$ cat config.mk
export PLATFORM = sky130hd
export DESIGN_NAME = if_fetch_flat
export DESIGN_NICKNAME = d
export VERILOG_FILES = /design/src/rtl/if_fetch_if.sv /design/src/rtl/if_fetch.sv /design/src/flat_wrapper.sv
export SDC_FILE = /design/constraint.sdc
export NUM_CORES = 1
export LEC_CHECK = 0
export ABC_AREA = 0
export CAP_MARGIN = 10
export CORE_MARGIN = 10
export CORE_UTILIZATION = 40
export DETAILED_ROUTE_END_ITERATION = 12
export HOLD_SLACK_MARGIN = 0.06
export SLEW_MARGIN = 20
export SYNTH_ARGS = -nofsm -noshare
export SYNTH_HDL_FRONTEND = slang
export SYNTH_SLANG_ARGS = --single-unit
export TNS_END_PERCENT = 5
$ cat constraint.sdc
create_clock -name clk -period 5.65 [get_ports clk]
set_input_delay 1.13 -clock clk [delete_from_list [all_inputs] [get_ports clk]]
set_output_delay 1.13 -clock clk [all_outputs]
set_load 0.01 [all_outputs]
$ cat src/rtl/if_fetch_if.sv
// Instruction-memory request/ack bus between the fetch stage and instruction memory.
//   inst_req_o    fetch -> mem   request strobe, held until ack
//   inst_addr_o   fetch -> mem   request address
//   inst_ack_i    mem -> fetch   one-cycle ack, rdata valid in the same cycle
//   inst_rdata_i  mem -> fetch   fetched instruction word
// master: the fetch stage. slave: the instruction memory.
interface if_fetch_if #(
   parameter int ADDR_W = 32,
   parameter int INST_W = 32
);
   logic              inst_req_o;
   logic [ADDR_W-1:0] inst_addr_o;
   logic              inst_ack_i;
   logic [INST_W-1:0] inst_rdata_i;

   modport master (
      output inst_req_o,
      output inst_addr_o,
      input  inst_ack_i,
      input  inst_rdata_i
   );

   modport slave (
      input  inst_req_o,
      input  inst_addr_o,
      output inst_ack_i,
      output inst_rdata_i
   );
endinterface

$ cat src/rtl/if_fetch.sv
// Instruction-fetch stage feeding the IF/ID pipeline register.
// Owns the PC, issues one request at a time to instruction memory, and holds
// one extra instruction in a skid buffer when IF/ID stalls. Branch redirects
// flush undelivered work.
// Ports:
//   clk              clock, all state on posedge
//   rst              asynchronous active-low reset
//   stall_i          IF/ID cannot accept this cycle
//   branch_flag_i    redirect pulse from ID
//   branch_target_i  redirect PC, valid with branch_flag_i
//   imem             instruction-memory bus (master side)
//   if_pc            PC of the presented instruction
//   if_inst          presented instruction, 0 when !if_valid
//   if_valid         if_pc/if_inst hold a real instruction
module if_fetch #(
   parameter logic [31:0] RESET_PC = 32'h0000_0000,
   parameter int          ADDR_W   = 32,
   parameter int          INST_W   = 32
) (
   input  logic              clk,
   input  logic              rst,
   input  logic              stall_i,
   input  logic              branch_flag_i,
   input  logic [ADDR_W-1:0] branch_target_i,
   if_fetch_if.master        imem,
   output logic [ADDR_W-1:0] if_pc,
   output logic [INST_W-1:0] if_inst,
   output logic              if_valid
);

   typedef enum logic [1:0] {
      ST_IDLE = 2'd0,
      ST_REQ  = 2'd1,
      ST_FULL = 2'd2,
      ST_DROP = 2'd3
   } state_t;

   localparam logic [ADDR_W-1:0] PC_STEP = ADDR_W'(3'd4);
   localparam logic [ADDR_W-1:0] PC_INIT = ADDR_W'(RESET_PC);

   state_t            state_r,      state_next_s;
   logic [ADDR_W-1:0] pc_r,         pc_next_s;
   logic [ADDR_W-1:0] addr_r,       addr_next_s;
   logic              req_r,        req_next_s;
   logic [ADDR_W-1:0] if_pc_r,      if_pc_next_s;
   logic [INST_W-1:0] if_inst_r,    if_inst_next_s;
   logic              if_valid_r,   if_valid_next_s;
   logic [ADDR_W-1:0] skid_pc_r,    skid_pc_next_s;
   logic [INST_W-1:0] skid_inst_r,  skid_inst_next_s;
   logic              slot_free_s;
   logic              ack_s;

   // Next-state, PC, output-slot and skid-buffer logic
   always_comb begin
      state_next_s     = state_r;
      pc_next_s        = pc_r;
      if_pc_next_s     = if_pc_r;
      if_inst_next_s   = if_inst_r;
      if_valid_next_s  = if_valid_r;
      skid_pc_next_s   = skid_pc_r;
      skid_inst_next_s = skid_inst_r;

      slot_free_s = !if_valid_r || !stall_i;
      // An ack only counts against a request we are actually driving.
      ack_s       = imem.inst_ack_i && req_r;

      // A free slot with nothing loaded presents a nop.
      if (slot_free_s) begin
         if_valid_next_s = 1'b0;
         if_inst_next_s  = {INST_W{1'b0}};
      end else begin
         if_valid_next_s = if_valid_r;
         if_inst_next_s  = if_inst_r;
      end

      if (branch_flag_i) begin
         if_valid_next_s  = 1'b0;
         if_inst_next_s   = {INST_W{1'b0}};
         skid_pc_next_s   = {ADDR_W{1'b0}};
         skid_inst_next_s = {INST_W{1'b0}};
         pc_next_s        = branch_target_i;
         case (state_r)
            // Unacked request is still in flight at memory: drain it first.
            ST_REQ:  state_next_s = ack_s ? ST_REQ : ST_DROP;
            ST_DROP: state_next_s = ST_DROP;
            default: state_next_s = ST_REQ;
         endcase
      end else begin
         case (state_r)
            ST_IDLE: state_next_s = ST_REQ;
            ST_REQ: begin
               if (ack_s) begin
                  pc_next_s = pc_r + PC_STEP;
                  if (slot_free_s) begin
                     if_pc_next_s    = pc_r;
                     if_inst_next_s  = imem.inst_rdata_i;
                     if_valid_next_s = 1'b1;
                  end else begin
                     skid_pc_next_s   = pc_r;
                     skid_inst_next_s = imem.inst_rdata_i;
                     state_next_s     = ST_FULL;
                  end
               end else begin
                  state_next_s = ST_REQ;
               end
            end
            ST_FULL: begin
               if (!stall_i) begin
                  if_pc_next_s     = skid_pc_r;
                  if_inst_next_s   = skid_inst_r;
                  if_valid_next_s  = 1'b1;
                  skid_pc_next_s   = {ADDR_W{1'b0}};
                  skid_inst_next_s = {INST_W{1'b0}};
                  state_next_s     = ST_REQ;
               end else begin
                  state_next_s = ST_FULL;
               end
            end
            ST_DROP: begin
               if (ack_s) begin
                  state_next_s = ST_REQ;
               end else begin
                  state_next_s = ST_DROP;
               end
            end
            default: state_next_s = ST_IDLE;
         endcase
      end

      // The bus address follows the PC, except while draining a stale request:
      // memory still sees the old address until that request is acked, while
      // pc already holds the redirect target.
      if (state_next_s == ST_DROP) begin
         addr_next_s = addr_r;
      end else begin
         addr_next_s = pc_next_s;
      end

      req_next_s = (state_next_s == ST_REQ) || (state_next_s == ST_DROP);
   end

   // State, PC, bus and output registers
   always_ff @(posedge clk or negedge rst) begin
      if (!rst) begin
         state_r     <= ST_IDLE;
         pc_r        <= PC_INIT;
         addr_r      <= PC_INIT;
         req_r       <= 1'b0;
         if_pc_r     <= {ADDR_W{1'b0}};
         if_inst_r   <= {INST_W{1'b0}};
         if_valid_r  <= 1'b0;
         skid_pc_r   <= {ADDR_W{1'b0}};
         skid_inst_r <= {INST_W{1'b0}};
      end else begin
         state_r     <= state_next_s;
         pc_r        <= pc_next_s;
         addr_r      <= addr_next_s;
         req_r       <= req_next_s;
         if_pc_r     <= if_pc_next_s;
         if_inst_r   <= if_inst_next_s;
         if_valid_r  <= if_valid_next_s;
         skid_pc_r   <= skid_pc_next_s;
         skid_inst_r <= skid_inst_next_s;
      end
   end

   assign imem.inst_req_o  = req_r;
   assign imem.inst_addr_o = addr_r;
   assign if_pc            = if_pc_r;
   assign if_inst          = if_inst_r;
   assign if_valid         = if_valid_r;

endmodule
$ cat src/flat_wrapper.sv
// flat-port wrapper written by rule: the top's interface ports become plain ports
module if_fetch_flat 
#(
   parameter logic [31:0] RESET_PC = 32'h0000_0000,
   parameter int          ADDR_W   = 32,
   parameter int          INST_W   = 32
)
  (clk, rst, stall_i, branch_flag_i, branch_target_i, if_pc, if_inst, if_valid, imem_inst_req_o, imem_inst_addr_o, imem_inst_ack_i, imem_inst_rdata_i);
  if_fetch_if #(.ADDR_W(ADDR_W), .INST_W(INST_W)) imem_i ();
  input  logic clk;
  input  logic rst;
  input  logic stall_i;
  input  logic branch_flag_i;
  input  logic [ADDR_W-1:0] branch_target_i;
  output logic [ADDR_W-1:0] if_pc;
  output logic [INST_W-1:0] if_inst;
  output logic if_valid;
  output wire logic [$bits(imem_i.inst_req_o)-1:0] imem_inst_req_o;
  output wire logic [$bits(imem_i.inst_addr_o)-1:0] imem_inst_addr_o;
  input wire logic [$bits(imem_i.inst_ack_i)-1:0] imem_inst_ack_i;
  input wire logic [$bits(imem_i.inst_rdata_i)-1:0] imem_inst_rdata_i;
  assign imem_inst_req_o = imem_i.inst_req_o;
  assign imem_inst_addr_o = imem_i.inst_addr_o;
  assign imem_i.inst_ack_i = imem_inst_ack_i;
  assign imem_i.inst_rdata_i = imem_inst_rdata_i;
  if_fetch #(.RESET_PC(RESET_PC), .ADDR_W(ADDR_W), .INST_W(INST_W)) u_core (.clk(clk), .rst(rst), .stall_i(stall_i), .branch_flag_i(branch_flag_i), .branch_target_i(branch_target_i), .imem(imem_i), .if_pc(if_pc), .if_inst(if_inst), .if_valid(if_valid));
endmodule
# ---- Word-level counts from Yosys, hierarchy flattened
# Cells that the tools add are included.
dict set report classes {
  addsub 1
  eq_ne 11
  n_mux 35
  n_bitwise 1
  reduce_logical 10
}
# operator n
set op_table {}
lappend op_table {{$mux 32} 18}
lappend op_table {{$pmux 32 s2} 4}
lappend op_table {{$add 32x3->32 const B} 1}
lappend op_table {{$mux 2} 5}
lappend op_table {{$pmux 2 s4} 1}
lappend op_table {{$eq 2x2->1 const B} 3}
lappend op_table {{$ne 3x3->1 const B} 2}
lappend op_table {{$mux 1} 5}
lappend op_table {{$reduce_and 5->1} 1}
lappend op_table {{$eq 2x1->1 const B} 2}
lappend op_table {{$ne 2x1->1 const B} 2}
lappend op_table {{$pmux 2 s2} 1}
lappend op_table {{$reduce_and 4->1} 1}
lappend op_table {{$ne 3x2->1 const B} 1}
lappend op_table {{$reduce_bool 3->1} 1}
lappend op_table {{$logic_not 1->1} 2}
lappend op_table {{$logic_not 2->1} 1}
lappend op_table {{$logic_or 1x1->1} 2}
lappend op_table {{$ne 2x2->1 const B} 1}
lappend op_table {{$pmux 1 s2} 1}
lappend op_table {{$reduce_bool 2->1} 1}
lappend op_table {{$logic_and 1x1->1} 1}
lappend op_table {{$not 1->1} 1}
dict set report word_totals {
  register_bits 196
  input_bits 69
  output_inout_bits 98
}

# ---- Depth between registers and ports, before layout
# Gate-level depths: netlist (run 1).
dict set report depth {
  depth_word 8
  depth_mapped 10
  ltp_nobuf 7
}

# ---- Worst setup path before layout (run 1)
# Ideal clock, no wire load.
dict set report synth_path {
  path_kind {input -> register}
  from {input port imem_inst_ack_i}
  to {register u_core.addr_r[18] (netlist: u_core.imem.inst_addr_o[18])}
  setup_time_ns 0.125
  t_arrival_ns 2.731
  t_required_ns 5.525
  slack_ns 2.795
  path_stages 8
  cell_sequence {and3_1 -> buf_2 -> a222oi_1 -> o22ai_2 -> nand2_1 -> buf_2 -> buf_2 -> mux2_2}
}
dict set report synth_via {
  elab_chain_cells 5
}
# element line_no
set synth_rtl {}
lappend synth_rtl {{start: declaration} flat_wrapper.sv:20} ;# input wire logic [$bits(imem_i.inst_ack_i)-1:0] imem_inst_ack_i;
lappend synth_rtl {{$logic_and 1x1->1 (*)} if_fetch.sv:65} ;# ack_s = imem.inst_ack_i && req_r;
lappend synth_rtl {{$mux 2 (on tied branches)} {if_fetch.sv:84, if_fetch.sv:120, if_fetch.sv:92}}
lappend synth_rtl {{$pmux 2 s4 or $pmux 2 s2 (tied branches)} {if_fetch.sv:89, if_fetch.sv:82}}
lappend synth_rtl {{$mux 2 (*)} if_fetch.sv:76} ;# if (branch_flag_i) begin
lappend synth_rtl {{via u_core.state_next_s[1]} if_fetch.sv:41} ;# state_t state_r, state_next_s;
lappend synth_rtl {{$eq 2x2->1 (*)} if_fetch.sv:133} ;# if (state_next_s == ST_DROP) begin
lappend synth_rtl {{end signal: assignment} if_fetch.sv:157} ;# addr_r <= addr_next_s;
lappend synth_rtl {{end: declaration} if_fetch.sv:43} ;# logic [ADDR_W-1:0] addr_r, addr_next_s;
# The timed path passes the listed nets; every way through them passes the cells marked *.
# A chain may end at the register's enable or synchronous reset.

# ---- Worst setup path after layout (run 1)
dict set report layout_path {
  from {input port stall_i}
  to {register u_core.skid_inst_r[23]}
}
dict set report layout_via {
  elab_chain_cells 4
}
# element line_no
set layout_rtl {}
lappend layout_rtl {{start: declaration} flat_wrapper.sv:12} ;# input logic stall_i;
lappend layout_rtl {{$logic_not 1->1} if_fetch.sv:63} ;# slot_free_s = !if_valid_r || !stall_i;
lappend layout_rtl {{$logic_or 1x1->1} if_fetch.sv:63}
lappend layout_rtl {{$ne 3x3->1 (no line)} n/a}
lappend layout_rtl {{$reduce_and 4->1 (no line) (*)} n/a}
lappend layout_rtl {{end signal: assignment} if_fetch.sv:153} ;# skid_inst_r <= {INST_W{1'b0}};
lappend layout_rtl {{end signal: assignment} if_fetch.sv:163} ;# skid_inst_r <= skid_inst_next_s;
lappend layout_rtl {{end: declaration} if_fetch.sv:49} ;# logic [INST_W-1:0] skid_inst_r, skid_inst_next_s;
# Mark *: on every way between the ends. The rest lies on a longest branch, timed or not.

==> tab_implementation.tex, run 1 <==
\begin{tabular}{lr}
\hline
Metric & Value \\
\hline
\multicolumn{2}{l}{\textbf{Run status}} \\
\quad Status & completed \\
\multicolumn{2}{l}{\textbf{Clock tree}} \\
\quad Root buffer selected by CTS & clkbuf\_16 \\
\quad Clock Sinks & 195 \\
\quad Post\_cts resized & 0 \\
\quad Post-CTS Hold Buffers & 0 \\
\quad Post-CTS Repair Setup Buffers & 0 \\
\quad Clock H-tree levels & 4 \\
\quad Clock buffers created by TritonCTS & 17 \\
\quad Later-pin clock latency in the skew report & 0.44 ns \\
\quad Maximum clock insertion buffer count & 2 \\
\quad Clock transition at path regs & roughly 0.08 ns \\
\quad TritonCTS clock tree & done \\
\multicolumn{2}{l}{\textbf{Synthesis}} \\
\quad Synthesized area divided by synthesized cell count & 10.3 um\^{}2 \\
\quad Sequential cell area fraction in the yosys report & approximately 53\% \\
\quad Ys async rst share & 100\% \\
\quad Warning count from the yosys run & 0 \\
\quad Distinct cells, synth & 50 \\
\quad Instance count of the mapped netlist & between 800 and 900 \\
\quad Flip-flop cell with the highest count after synthesis & dfrtp\_1 \\
\quad EDFF count, synth & 0 \\
\quad Netlist area before placement & a little over 0.009 mm\^{}2 \\
\quad Flop and latch count out of synthesis & 195 \\
\quad Net count after synthesis & roughly 970 \\
\multicolumn{2}{l}{\textbf{Detailed routing}} \\
\quad Count of antenna-violating nets left after detailed routing & 0 \\
\quad Residual DRC & 0 \\
\quad Ratio of routed vias to standard cells & approximately 5.7 \\
\quad Detailed-routing iteration count for the pre-antenna-repair pass & 5 \\
\quad Detail-routed net length per standard cell & slightly above 20 um \\
\quad Via count & roughly 7.5k \\
\quad Iter 0 DRT Violations & 586 \\
\quad Total wirelength of the detailed-routed design & 26.6 mm \\
\multicolumn{2}{l}{\textbf{Critical path}} \\
\quad Reg2reg start & u\_core.state\_r[0] \\
\quad WP data arrival & just over 4 ns \\
\quad Cell seen most often among critical-path stages & buf\_4 \\
\quad Critical path fanouts, max & 94 \\
\quad Required time at the worst-slack endpoint & 5.97 ns \\
\quad Slowest-stage cell, CP & clkdlybuf4s50\_1 \\
\quad Worst path top cell family by delay & buffers and inverters \\
\quad CP Class & input port to flip-flop \\
\quad Chain of cells forming the critical path & clkdlybuf4s50\_1 > and2\_2 > buf\_4 > nand2\_1 > nor2\_1 > a211oi\_4 > buf\_4 > a22o\_1 \\
\quad Crit start category & input port \\
\quad Count of buffer and inverter cells on the critical path & 3 \\
\quad Worst path max stage delay & 0.86 ns \\
\quad Launch point of the critical path & stall\_i \\
\quad Critical Path End Type & flip-flop \\
\multicolumn{2}{l}{\textbf{Power and ir drop}} \\
\quad Seq pwr share & 37.5\% \\
\quad Fraction of power consumed by the clock network & between 20\% and 30\% \\
\quad Leak pwr & $\sim$4.7 nW \\
\quad Final Power & between 5 and 6 mW \\
\quad Switching part of the total & roughly 36\% \\
\quad Maximum resistive drop on vdd & between 200 and 250 uV \\
\quad Internal power consumption & 3.32 mW \\
\quad Combinational fraction of design power & approximately two fifths \\
\quad Total net switching power & $\sim$1.9 mW \\
\quad Power density over the cells & 444 mW/mm\^{}2 \\
\multicolumn{2}{l}{\textbf{Final layout}} \\
\quad Layout overhead on the synthesized area & 26.6\% \\
\quad Number of fill cells in the layout & between 2k and 2.5k \\
\quad Layout Cells excl Fill & 1322 \\
\quad Final Cell Area & 0.0117 mm\^{}2 \\
\quad Number of nets in the finished design & 1098 \\
\quad Fraction of layout instances using a drive strength above 1 & approximately 9.0\% \\
\quad Number of antenna repair diodes & 0 \\
\multicolumn{2}{l}{\textbf{Place}} \\
\quad Post-placement cell count & around 1.3k \\
\quad Post-place instance area & 0.0111 mm\^{}2 \\
\quad HPWL after detailed placement & between 15 and 20 mm \\
\quad Routability congestion estimate & a little under 0.8 \\
\quad Port bufs & 166 \\
\multicolumn{2}{l}{\textbf{Timing}} \\
\quad Final setup violation count & 0 \\
\quad Max Clock Skew & 0.0103 ns \\
\quad Max\_slew headroom & around 37\% \\
\quad Tcrit/Tclk final & between 60\% and 70\% \\
\quad Slew at the pin closest to its max-slew limit & $\sim$0.94 ns \\
\quad Setup repair after global routing missed its margin & false \\
\quad Total negative slack for setup checks & 0 ns \\
\quad Final Critical Period & approximately 3.7 ns \\
\quad Total count of hold-check failures in the final report & 0 \\
\quad Number of pins exceeding their max-slew limit in the final report & 0 \\
\quad Max Clk Rate & 269 MHz \\
\multicolumn{2}{l}{\textbf{Global route}} \\
\quad Total global routing track utilization & 18.0\% \\
\quad Global-route track usage on met1 & a little under a quarter \\
\quad Global-route met3 utilization & around 6\% \\
\quad Initial antenna violation count & 0 \\
\quad Global-route wire length before repair & roughly 42 mm \\
\quad Remaining global-route overflow & 0 \\
\quad GR met2 Demand/Resource & approximately 28\% \\
\quad Vias in the first global route & around 7.6k \\
\quad Maximum number of pins on one net before global-route repair & roughly 110 \\
\quad Most Used Layer, Global Route & met2 \\
\multicolumn{2}{l}{\textbf{Hold path}} \\
\quad HP Start & u\_core.imem.inst\_addr\_o[26] \\
\quad Classification of the worst-slack hold path & flip-flop to flip-flop \\
\multicolumn{2}{l}{\textbf{Floorplanning}} \\
\quad Die Y-Extent & approximately 170 um \\
\quad Die Footprint & 0.0296 mm\^{}2 \\
\quad Initial core utilization & about two fifths \\
\quad FP Rows & 55 \\
\quad IO Count & about 170 \\
\quad Die width & roughly 170 um \\
\quad Placeable Area & $\sim$0.023 mm\^{}2 \\
\multicolumn{2}{l}{\textbf{Job}} \\
\quad Max-cap violations & 0 \\
\hline
\end{tabular}
synth_stat cells (2+ instances only):
library cell | count | area, um^2
a22o_1 | 95 | 832
a21oi_1 | 66 | 330
nand2_1 | 65 | 244
and3_1 | 6 | 37.5
mux2_2 | 30 | 338
o311ai_0 | 3 | 26.3
nor3_1 | 39 | 195
o211ai_1 | 2 | 15.0
buf_1 | 8 | 30.0
a311o_1 | 2 | 20.0
clkbuf_1 | 53 | 199
xor2_1 | 4 | 35.0
and4_1 | 5 | 43.8
or3_1 | 3 | 18.8
nor2b_1 | 4 | 25.0
ha_1 | 5 | 62.6
or2_2 | 2 | 12.5
or4_1 | 2 | 15.0
xnor2_1 | 8 | 70.1
dfrtp_1 | 195 | 4880
nand2b_1 | 2 | 12.5
buf_2 | 12 | 60.1
mux2i_1 | 33 | 330
o31ai_1 | 8 | 60.1
nor2_1 | 54 | 203
a31oi_1 | 4 | 25.0
nand4_1 | 13 | 81.3
nand3_1 | 18 | 90.1
and2_1 | 6 | 37.5
inv_1 | 38 | 143
nor4_1 | 8 | 50.1
o31a_1 | 7 | 61.3
o21ai_0 | 50 | 250
a22oi_1 | 32 | 240
through the flow:
step,hold slack (ns),util [%],setup slack (ns)
global placement,0.481,48.9,1.50
CTS,0.504,51.5,1.92
detailed placement,0.484,48.9,1.45
floorplan,0.465,-,2.79
finish,0.496,51.5,1.93
global route,0.520,51.5,1.71
layout make-up:
cell class                 instances  area [um^2]  area share [%]
sequential                       195         4880            41.7
multi-input combinational        590         3950            33.7
timing repair buffer             181         1780            15.2
clock buffer                      19          453            3.87
tap                              285          357            3.05
inverter                          39          146            1.25
clock inverter                    13          141            1.21
routing by layer:
layer	share of wire [%]	wire length, um
met1	46	12200
met2	46	12200
met3	7.5	1990
met4	0.90	239
met5	0	0
cells by family after synthesis:
kind of cell               synth area share, %
muxes                                     7.35
DFF                                       52.8
xor gates and xnor gates                  1.14
buffers and inverters                     4.83
and+or+nand+nor                           12.1
AOI/OAI and AO/OA                         21.1
adders and majority gates                0.677
path summary, 6_finish.rpt:
path	endpoint	slack, ns	cells past startpoint
max reg2reg	u_core.if_pc[26]	2.74	8
max	u_core.skid_inst_r[23]	1.93	8
min reg2reg	u_core.imem.inst_addr_o[26]	0.50	1
min in group asynchronous	u_core.if_inst[13]	0.80	1
min	u_core.imem.inst_addr_o[26]	0.50	1
max in group asynchronous	u_core.if_pc[17]	3.69	2
placed cells by master (no fill, tap or decap), drive strengths merged, types with 18 or more instances in the layout:
cell	count
a21oi	66
a22o	95
a22oi	32
clkbuf	20
clkdlybuf4s50	164
dfrtp	195
inv	44
mux2	31
mux2i	33
nand2	65
nand3	18
nor2	54
nor3	39
o21ai	50
worst register-to-register path: cells and delay by family (launching register included):
family,cells,cell delay (ns)
AND/OR/NAND/NOR,2,0.28
buffers and inverters,3,1.16
flip-flops,1,0.48
adder cells (fa/ha/maj),1,0.45
AO/OA/AOI/OAI,2,0.40
flip-flops by register name (all words and copies together), names as in the netlist:
name	cells
u_core.if_inst	32
u_core.imem.inst_addr_o	32
u_core.skid_pc_r	32
u_core.pc_r	32
u_core.if_pc	32
u_core.if_valid	1
u_core.skid_inst_r	32
u_core.state_r	2
power by group through the flow:
stage | clock (mW) | sequential, mW | combinational (mW)
final | 1.24 | 1.95 | 2.01
after CTS | 1.27 | 1.96 | 2.04
after floorplan | 0 | 2.05 | 0.975
after global routing | 1.33 | 2.00 | 2.20
after global placement | 0 | 1.97 | 2.02
after detailed placement | 0 | 1.97 | 2.03
Power figures use the tool's default switching activity.
==> inputs of run 2 (changes only) <==
==> constraint.sdc (replaced) <==
create_clock -name clk -period 3.7 [get_ports clk]
set_input_delay 0.74 -clock clk [delete_from_list [all_inputs] [get_ports clk]]
set_output_delay 0.74 -clock clk [all_outputs]
set_load 0.01 [all_outputs]
==> run 2 against run 1 <==
  * Register-to-register slack got worse by 1.8 ns
  * Clock-buffer cell count decreased by 1
  * Final area increased by 0.62%
  * Combinational power increased by 54%
  * Global-route usage about the same
  * Setup slack got worse by 0.98 ns
  * Total power increased by 53%
  * Clock power increased by 52%
  * Critical path depth decreased by 2
  * Routed wire length about the same
  * Largest power group unchanged
  * Highest routed layer unchanged
==> tab_implementation.tex, run 2 (synthesis gave the netlist of run 1 again) <==
\begin{tabular}{lr}
\hline
Metric & Value \\
\hline
\multicolumn{2}{l}{\textbf{Run status}} \\
\quad Status & completed \\
\multicolumn{2}{l}{\textbf{Timing}} \\
\quad Final Critical Period & approximately 2.7 ns \\
\quad Total count of hold-check failures in the final report & 0 (unchanged) \\
\quad Max Clock Skew & 0.0104 ns (+0.0000641 ns) \\
\quad Setup repair after global routing missed its margin & false \\
\quad Tcrit/Tclk final & between 70\% and 80\% \\
\quad Final Worst Setup Slack & 0.953 ns (-0.976 ns) \\
\quad Slew at the pin closest to its max-slew limit & 0.845 ns (-0.0939 ns) \\
\quad Final-layout worst hold slack & 0.380 ns (-0.116 ns) \\
\quad Number of pins exceeding their max-slew limit in the final report & 0 (unchanged) \\
\quad Final setup violation count & 0 (unchanged) \\
\quad Total negative slack for setup checks & 0 ns (unchanged) \\
\quad Max\_slew headroom & 43.7\% (+6.3 points) \\
\quad Max Clk Rate & 364 MHz \\
\multicolumn{2}{l}{\textbf{Detailed routing}} \\
\quad Detailed-routing iteration count for the pre-antenna-repair pass & 5 (unchanged) \\
\quad Detail-routed net length per standard cell & 20.1 um (-0.32\%) \\
\quad Iter 0 DRT Violations & 614 (+4.8\%) \\
\quad Ratio of routed vias to standard cells & 5.71 (+0.32\%) \\
\quad Via count & 7567 (+0.63\%) \\
\quad Total wirelength of the detailed-routed design & 26.6 mm (about the same) \\
\quad Count of antenna-violating nets left after detailed routing & 0 (unchanged) \\
\quad Residual DRC & 0 (unchanged) \\
\multicolumn{2}{l}{\textbf{Floorplanning}} \\
\quad Die Y-Extent & 172 um (unchanged) \\
\quad Placeable Area & 0.0227 mm\^{}2 (unchanged) \\
\quad Initial core utilization & 40.7\% (unchanged) \\
\quad Die width & 172 um (unchanged) \\
\quad Die Footprint & 0.0296 mm\^{}2 (unchanged) \\
\quad IO Count & 167 (unchanged) \\
\quad FP Rows & 55 (unchanged) \\
\multicolumn{2}{l}{\textbf{Critical path}} \\
\quad Cell seen most often among critical-path stages & o31a\_1 \\
\quad Worst Reg-to-Reg Cells & 6 (-2) \\
\quad Worst path max stage delay & 0.67 ns (-0.19 ns) \\
\quad Critical path fanouts, max & 12 (-87\%) \\
\quad Reg2reg start & u\_core.state\_r[0] \\
\quad WP data arrival & 3.08 ns (-0.96 ns) \\
\quad Worst R2R End & u\_core.imem.inst\_addr\_o[22] \\
\quad Chain of cells forming the critical path & ha\_1 > nand4\_4 > or4\_4 > o31a\_1 > o31a\_1 > mux2\_2 \\
\quad Critical Path End Type & flip-flop \\
\quad Register-to-register path setup slack & 0.95 ns (-1.79 ns) \\
\quad Slowest-stage cell, CP & or4\_4 \\
\quad CP Class & flip-flop to flip-flop \\
\quad Required time at the worst-slack endpoint & 4.03 ns (-1.94 ns) \\
\quad Crit start category & flip-flop \\
\multicolumn{2}{l}{\textbf{Final layout}} \\
\quad Layout Utilization & 51.8\% (+0.32 points) \\
\quad Leading cell type in the layout, fill and taps excluded & dfrtp\_1 \\
\quad Number of nets in the finished design & 1102 (+0.36\%) \\
\quad Fraction of layout instances using a drive strength above 1 & 9.22\% (+0.25 points) \\
\quad Number of fill cells in the layout & 2085 (+0.92\%) \\
\quad Sequential cell area in the final layout & 0.00488 mm\^{}2 (unchanged) \\
\quad Layout overhead on the synthesized area & 27.4\% \\
\quad Number of antenna repair diodes & 0 (unchanged) \\
\quad Multi-input gate area in the final layout & 0.00395 mm\^{}2 (unchanged) \\
\quad Most frequent cells in the layout & dfrtp\_1, clkdlybuf4s50\_1, a22o\_1 \\
\multicolumn{2}{l}{\textbf{Clock tree}} \\
\quad Clock H-tree levels & 4 (unchanged) \\
\quad Post-CTS Hold Buffers & 0 (unchanged) \\
\quad Root buffer selected by CTS & clkbuf\_16 \\
\quad Post-CTS Repair Setup Buffers & 0 (unchanged) \\
\quad Maximum clock insertion buffer count & 2 (unchanged) \\
\quad Clock transition at path regs & 0.08 ns (about the same) \\
\quad TritonCTS clock tree & done \\
\quad Clock buffers created by TritonCTS & 17 (unchanged) \\
\quad Later-pin clock latency in the skew report & 0.44 ns (about the same) \\
\quad Post\_cts resized & 0 (unchanged) \\
\quad Clock Sinks & 195 (unchanged) \\
\multicolumn{2}{l}{\textbf{Power and ir drop}} \\
\quad Switching part of the total & 36.5\% (+0.26 points) \\
\quad Combinational fraction of design power & 39.0\% (+0.3 points) \\
\quad Internal power consumption & 5.06 mW (+53\%) \\
\quad Leak pwr & 4.77 nW (+0.76\%) \\
\quad Maximum resistive drop on vdd & 325 uV (+57\%) \\
\quad Seq pwr share & 37.4\% (about the same) \\
\quad Fraction of power consumed by the clock network & 23.6\% (-0.2 points) \\
\quad Power density over the cells & 677 mW/mm\^{}2 (+52\%) \\
\quad Total net switching power & 2.90 mW (+54\%) \\
\multicolumn{2}{l}{\textbf{Job}} \\
\quad Max-cap violations & 0 (unchanged) \\
\multicolumn{2}{l}{\textbf{Global route}} \\
\quad Maximum number of pins on one net before global-route repair & 94 (-12\%) \\
\quad Total global routing track utilization & 18.0\% (-0.029 points) \\
\quad Vias in the first global route & 7686 (+1.4\%) \\
\quad Initial antenna violation count & 0 (unchanged) \\
\quad Remaining global-route overflow & 0 (unchanged) \\
\quad Global-route wire length before repair & 42.4 mm (+0.15\%) \\
\multicolumn{2}{l}{\textbf{Hold path}} \\
\quad Classification of the worst-slack hold path & input port to asynchronous set/reset pin \\
\multicolumn{2}{l}{\textbf{Place}} \\
\quad HPWL after detailed placement & 17.1 mm (+0.41\%) \\
\quad Routability congestion estimate & 0.761 (-2.9\%) \\
\quad Worst setup slack after placement & 0.548 ns (-0.901 ns) \\
\quad Port bufs & 166 (unchanged) \\
\hline
\end{tabular}
==> run 2: changes by cell type in the layout (fill, tap and decap cells not counted), sizes merged <==
cell	before	now
buf	16	20
clkbuf	20	19
clkinv	4	7
clkinvlp	3	1
==> run 2: worst max-delay path: cells and delay by family (launching register included) <==
kind	cells	cell delay, ns
AND/OR/NAND/NOR	2	0.88
AO/OA/AOI/OAI	2	0.60
flip-flops	1	0.51
adder cells (fa/ha/maj)	1	0.39
multiplexers	1	0.26
==> run 2: how the worst max path moves through the flow <==
stage,from,to,slack [ns],cells past startpoint
finish,u_core.state_r[0],u_core.imem.inst_addr_o[22],0.95,6
detailed placement,imem_inst_ack_i,u_core.imem.inst_addr_o[22],0.55,6
global placement,imem_inst_ack_i,u_core.imem.inst_addr_o[22],0.57,6
CTS,u_core.state_r[0],u_core.imem.inst_addr_o[22],0.94,6
floorplan,u_core.state_r[0],u_core.imem.inst_addr_o[18],1.13,9
global route,u_core.state_r[0],u_core.imem.inst_addr_o[25],0.81,8
==> run 2: per-layer routing <==
metal,routed length [um],up-vias,global-route usage (%)
li1,-,3536,-
met1,12200,3782,23.6
met2,12100,227,28.2
met3,1980,22,5.34
met4,322,0,5.10
met5,0,-,0
==> run 2: power groups by stage <==
| stage | clock (mW) | combinational, mW | sequential, mW |
|---|---|---|---|
| after floorplan | 0 | 1.49 | 3.13 |
| after global placement | 0 | 3.11 | 3.01 |
| after detailed placement | 0 | 3.13 | 3.02 |
| after CTS | 1.94 | 3.15 | 2.98 |
| after global routing | 2.02 | 3.42 | 3.05 |
| final | 1.88 | 3.10 | 2.98 |
==> run 2: layout make-up <==
type	instances	share of cell area, %
Clock buffer	18	3.65
Clock inverter	14	1.45
Inverter	39	1.24
Multi-Input combinational cell	590	33.5
Sequential cell	195	41.4
Tap cell	285	3.03
Timing Repair Buffer	185	15.7
==> run 2: per-stage QoR <==
| stage | std cells | cell area, um^2 | power, mW |
|---|---|---|---|
| 3_3_place_gp | 1294 | 11200 | 6.12 |
| 5_1_grt | 1326 | 11800 | 8.48 |
| 3_5_place_dp | 1294 | 11200 | 6.15 |
| 2_1_floorplan | 898 | 9240 | 4.62 |
| 4_1_cts | 1326 | 11800 | 8.07 |
| 6_report | 1326 | 11800 | 7.96 |
==> inputs of run 3 (changes only) <==
==> constraint.sdc (replaced) <==
create_clock -name clk -period 2.85 [get_ports clk]
set_input_delay 0.57 -clock clk [delete_from_list [all_inputs] [get_ports clk]]
set_output_delay 0.57 -clock clk [all_outputs]
set_load 0.01 [all_outputs]
==> run 3 against run 2 <==
  * Via count down 0.25%
  * Non-clock buffer count up 16
  * Sequential power up 29%
  * Final cell count up 1.2%
  * Hold slack worse by 0.26 ns
  * Register-to-register slack worse by 0.64 ns
  * Sequential cell count unchanged
  * Critical path depth up 1
  * Fmax up 8.2%
  * Die area unchanged
  * Highest routed layer unchanged
  * Final area up 1.6%
==> tab_implementation.tex, run 3 (synthesis gave the netlist of run 1 again) <==
\begin{tabular}{lr}
\hline
Metric & Value \\
\hline
\multicolumn{2}{l}{\textbf{Global route}} \\
\quad Global-route wire length before repair & 42.6 mm (+0.67\%) \\
\quad Vias in the first global route & 7646 (-0.52\%) \\
\quad Maximum number of pins on one net before global-route repair & 94 (unchanged) \\
\quad Total global routing track utilization & 18.1\% (+0.13 points) \\
\quad Remaining global-route overflow & 0 (unchanged) \\
\quad Initial antenna violation count & 0 (unchanged) \\
\multicolumn{2}{l}{\textbf{Timing}} \\
\quad Max Clk Rate & 394 MHz (+8.2\%) \\
\quad Final Critical Period & 2.54 ns (-0.209 ns) \\
\quad Tcrit/Tclk final & 89.1\% (+15 points) \\
\quad Total count of hold-check failures in the final report & 0 (unchanged) \\
\quad Setup repair after global routing missed its margin & false \\
\quad Final setup violation count & 0 (unchanged) \\
\quad Total negative slack for setup checks & 0 ns (unchanged) \\
\quad Number of pins exceeding their max-slew limit in the final report & 0 (unchanged) \\
\quad Slew at the pin closest to its max-slew limit & 0.526 ns (-0.319 ns) \\
\quad Max Clock Skew & 0.0118 ns (+0.00137 ns) \\
\quad Max\_slew headroom & 64.9\% (+21 points) \\
\multicolumn{2}{l}{\textbf{Hold path}} \\
\quad Classification of the worst-slack hold path & input port to asynchronous set/reset pin \\
\multicolumn{2}{l}{\textbf{Final layout}} \\
\quad Leading cell type in the layout, fill and taps excluded & dfrtp\_1 \\
\quad Fraction of layout instances using a drive strength above 1 & 10.3\% (+1.1 points) \\
\quad Number of nets in the finished design & 1118 (+1.5\%) \\
\quad Most frequent cells in the layout & dfrtp\_1, clkdlybuf4s50\_1, a22o\_1 \\
\quad Layout overhead on the synthesized area & 29.4\% \\
\quad Number of antenna repair diodes & 0 (unchanged) \\
\quad Number of fill cells in the layout & 2047 (-1.8\%) \\
\multicolumn{2}{l}{\textbf{Detailed routing}} \\
\quad Iter 0 DRT Violations & 729 (+19\%) \\
\quad Detailed-routing iteration count for the pre-antenna-repair pass & 5 (unchanged) \\
\quad Ratio of routed vias to standard cells & 5.62 (-1.4\%) \\
\quad Residual DRC & 0 (unchanged) \\
\quad Detail-routed net length per standard cell & 19.9 um (-0.76\%) \\
\quad Via count & 7548 (-0.25\%) \\
\quad Count of antenna-violating nets left after detailed routing & 0 (unchanged) \\
\quad Total wirelength of the detailed-routed design & 26.7 mm (+0.44\%) \\
\multicolumn{2}{l}{\textbf{Clock tree}} \\
\quad Maximum clock insertion buffer count & 2 (unchanged) \\
\quad Root buffer selected by CTS & clkbuf\_16 \\
\quad TritonCTS clock tree & done \\
\quad Clock buffers created by TritonCTS & 17 (unchanged) \\
\quad Clock H-tree levels & 4 (unchanged) \\
\quad Clock transition at path regs & 0.07 ns (about the same) \\
\quad Post\_cts resized & 0 (unchanged) \\
\quad Clock Sinks & 195 (unchanged) \\
\quad Post-CTS Hold Buffers & 0 (unchanged) \\
\quad Later-pin clock latency in the skew report & 0.43 ns (about the same) \\
\quad Post-CTS Repair Setup Buffers & 0 (unchanged) \\
\multicolumn{2}{l}{\textbf{Critical path}} \\
\quad Critical Path End Type & flip-flop \\
\quad Worst Reg-to-Reg Cells & 7 (+1) \\
\quad Crit start category & flip-flop \\
\quad Critical path fanouts, max & 7 (-5) \\
\quad Required time at the worst-slack endpoint & 3.17 ns (-0.86 ns) \\
\quad CP Class & flip-flop to flip-flop \\
\quad WP data arrival & 2.86 ns (-0.22 ns) \\
\multicolumn{2}{l}{\textbf{Power and ir drop}} \\
\quad Leak pwr & 4.87 nW (+2.1\%) \\
\quad Final Power & 10.5 mW (+32\%) \\
\quad Maximum resistive drop on vdd & 487 uV (+50\%) \\
\quad Power density over the cells & 880 mW/mm\^{}2 (+30\%) \\
\multicolumn{2}{l}{\textbf{Floorplanning}} \\
\quad Die width & 172 um (unchanged) \\
\quad Die Y-Extent & 172 um (unchanged) \\
\quad FP Rows & 55 (unchanged) \\
\quad Placeable Area & 0.0227 mm\^{}2 (unchanged) \\
\quad IO Count & 167 (unchanged) \\
\quad Initial core utilization & 40.7\% (unchanged) \\
\quad Die Footprint & 0.0296 mm\^{}2 (unchanged) \\
\multicolumn{2}{l}{\textbf{Place}} \\
\quad Routability congestion estimate & 0.818 (+7.5\%) \\
\quad Port bufs & 166 (unchanged) \\
\quad HPWL after detailed placement & 17.6 mm (+2.6\%) \\
\multicolumn{2}{l}{\textbf{Job}} \\
\quad Max-cap violations & 0 (unchanged) \\
\multicolumn{2}{l}{\textbf{Run status}} \\
\quad Status & completed \\
\hline
\end{tabular}
## run 3: cell count changes in the layout (fill, tap and decap cells not counted)
cell / delta
buf_4: +11
clkinv_8: -3
inv_8: -2
clkbuf_8: +1
buf_12: +5
clkinv_2: +1
bufinv_16: +2
clkinv_4: -1
inv_6: -1
clkbuf_1: +3
## run 3: per-stage QoR
step                      area [um^2]  utilization, %  std cells  hold WS (ns)  setup WS, ns
after floorplan                  9240               -        898         0.274         0.277
after global placement          11400            50.0       1310         0.483        0.0571
after detailed placement        11400            50.0       1310         0.491        0.0148
after CTS                       12000            52.7       1342         0.131         0.292
after global routing            12000            52.7       1342         0.139         0.194
final                           12000            52.7       1342         0.124         0.312
## run 3: layer usage
metal / vias up / GRT usage [%] / wire length [um]
li1: 3569 / - / -
met1: 3754 / 24.1 / 12400
met2: 200 / 28.6 / 12400
met3: 25 / 5.02 / 1700
met4: 0 / 4.27 / 303
met5: - / 0 / 0
## run 3: worst max-delay path, stage by stage, from the launching register on
cell and delay, ns:
dfrtp_1 0.44, inv_1 0.10, ha_1 0.31, nand4_4 0.14
or4_4 0.60, o31a_1 0.30, o31a_1 0.29, mux2_2 0.26
## run 3: report_power, final
group	switching [mW]	total, mW	internal (mW)
Clock	1.09	2.51	1.42
Combinational	2.14	4.16	2.02
Sequential	0.457	3.85	3.39
## run 3: final timing paths
check                                       from                     endpoint  slack, ns
max                            u_core.state_r[1]  u_core.imem.inst_addr_o[22]       0.31
min                                          rst       u_core.skid_inst_r[11]       0.12
max reg2reg                    u_core.state_r[1]  u_core.imem.inst_addr_o[22]       0.31
min reg2reg                u_core.skid_inst_r[5]        u_core.skid_inst_r[5]       0.50
max in group asynchronous                    rst              u_core.pc_r[20]       2.00
min in group clk           u_core.skid_inst_r[5]        u_core.skid_inst_r[5]       0.50
## run 3: final cells by class
cell class	instances	area (um^2)	share of cell area, %
tap	285	357	2.98
timing repair buffer	201	2030	16.9
multi-input combinational	590	3950	33.0
inverter	39	146	1.22
sequential	195	4880	40.8
clock inverter	10	146	1.22
clock buffer	22	454	3.80
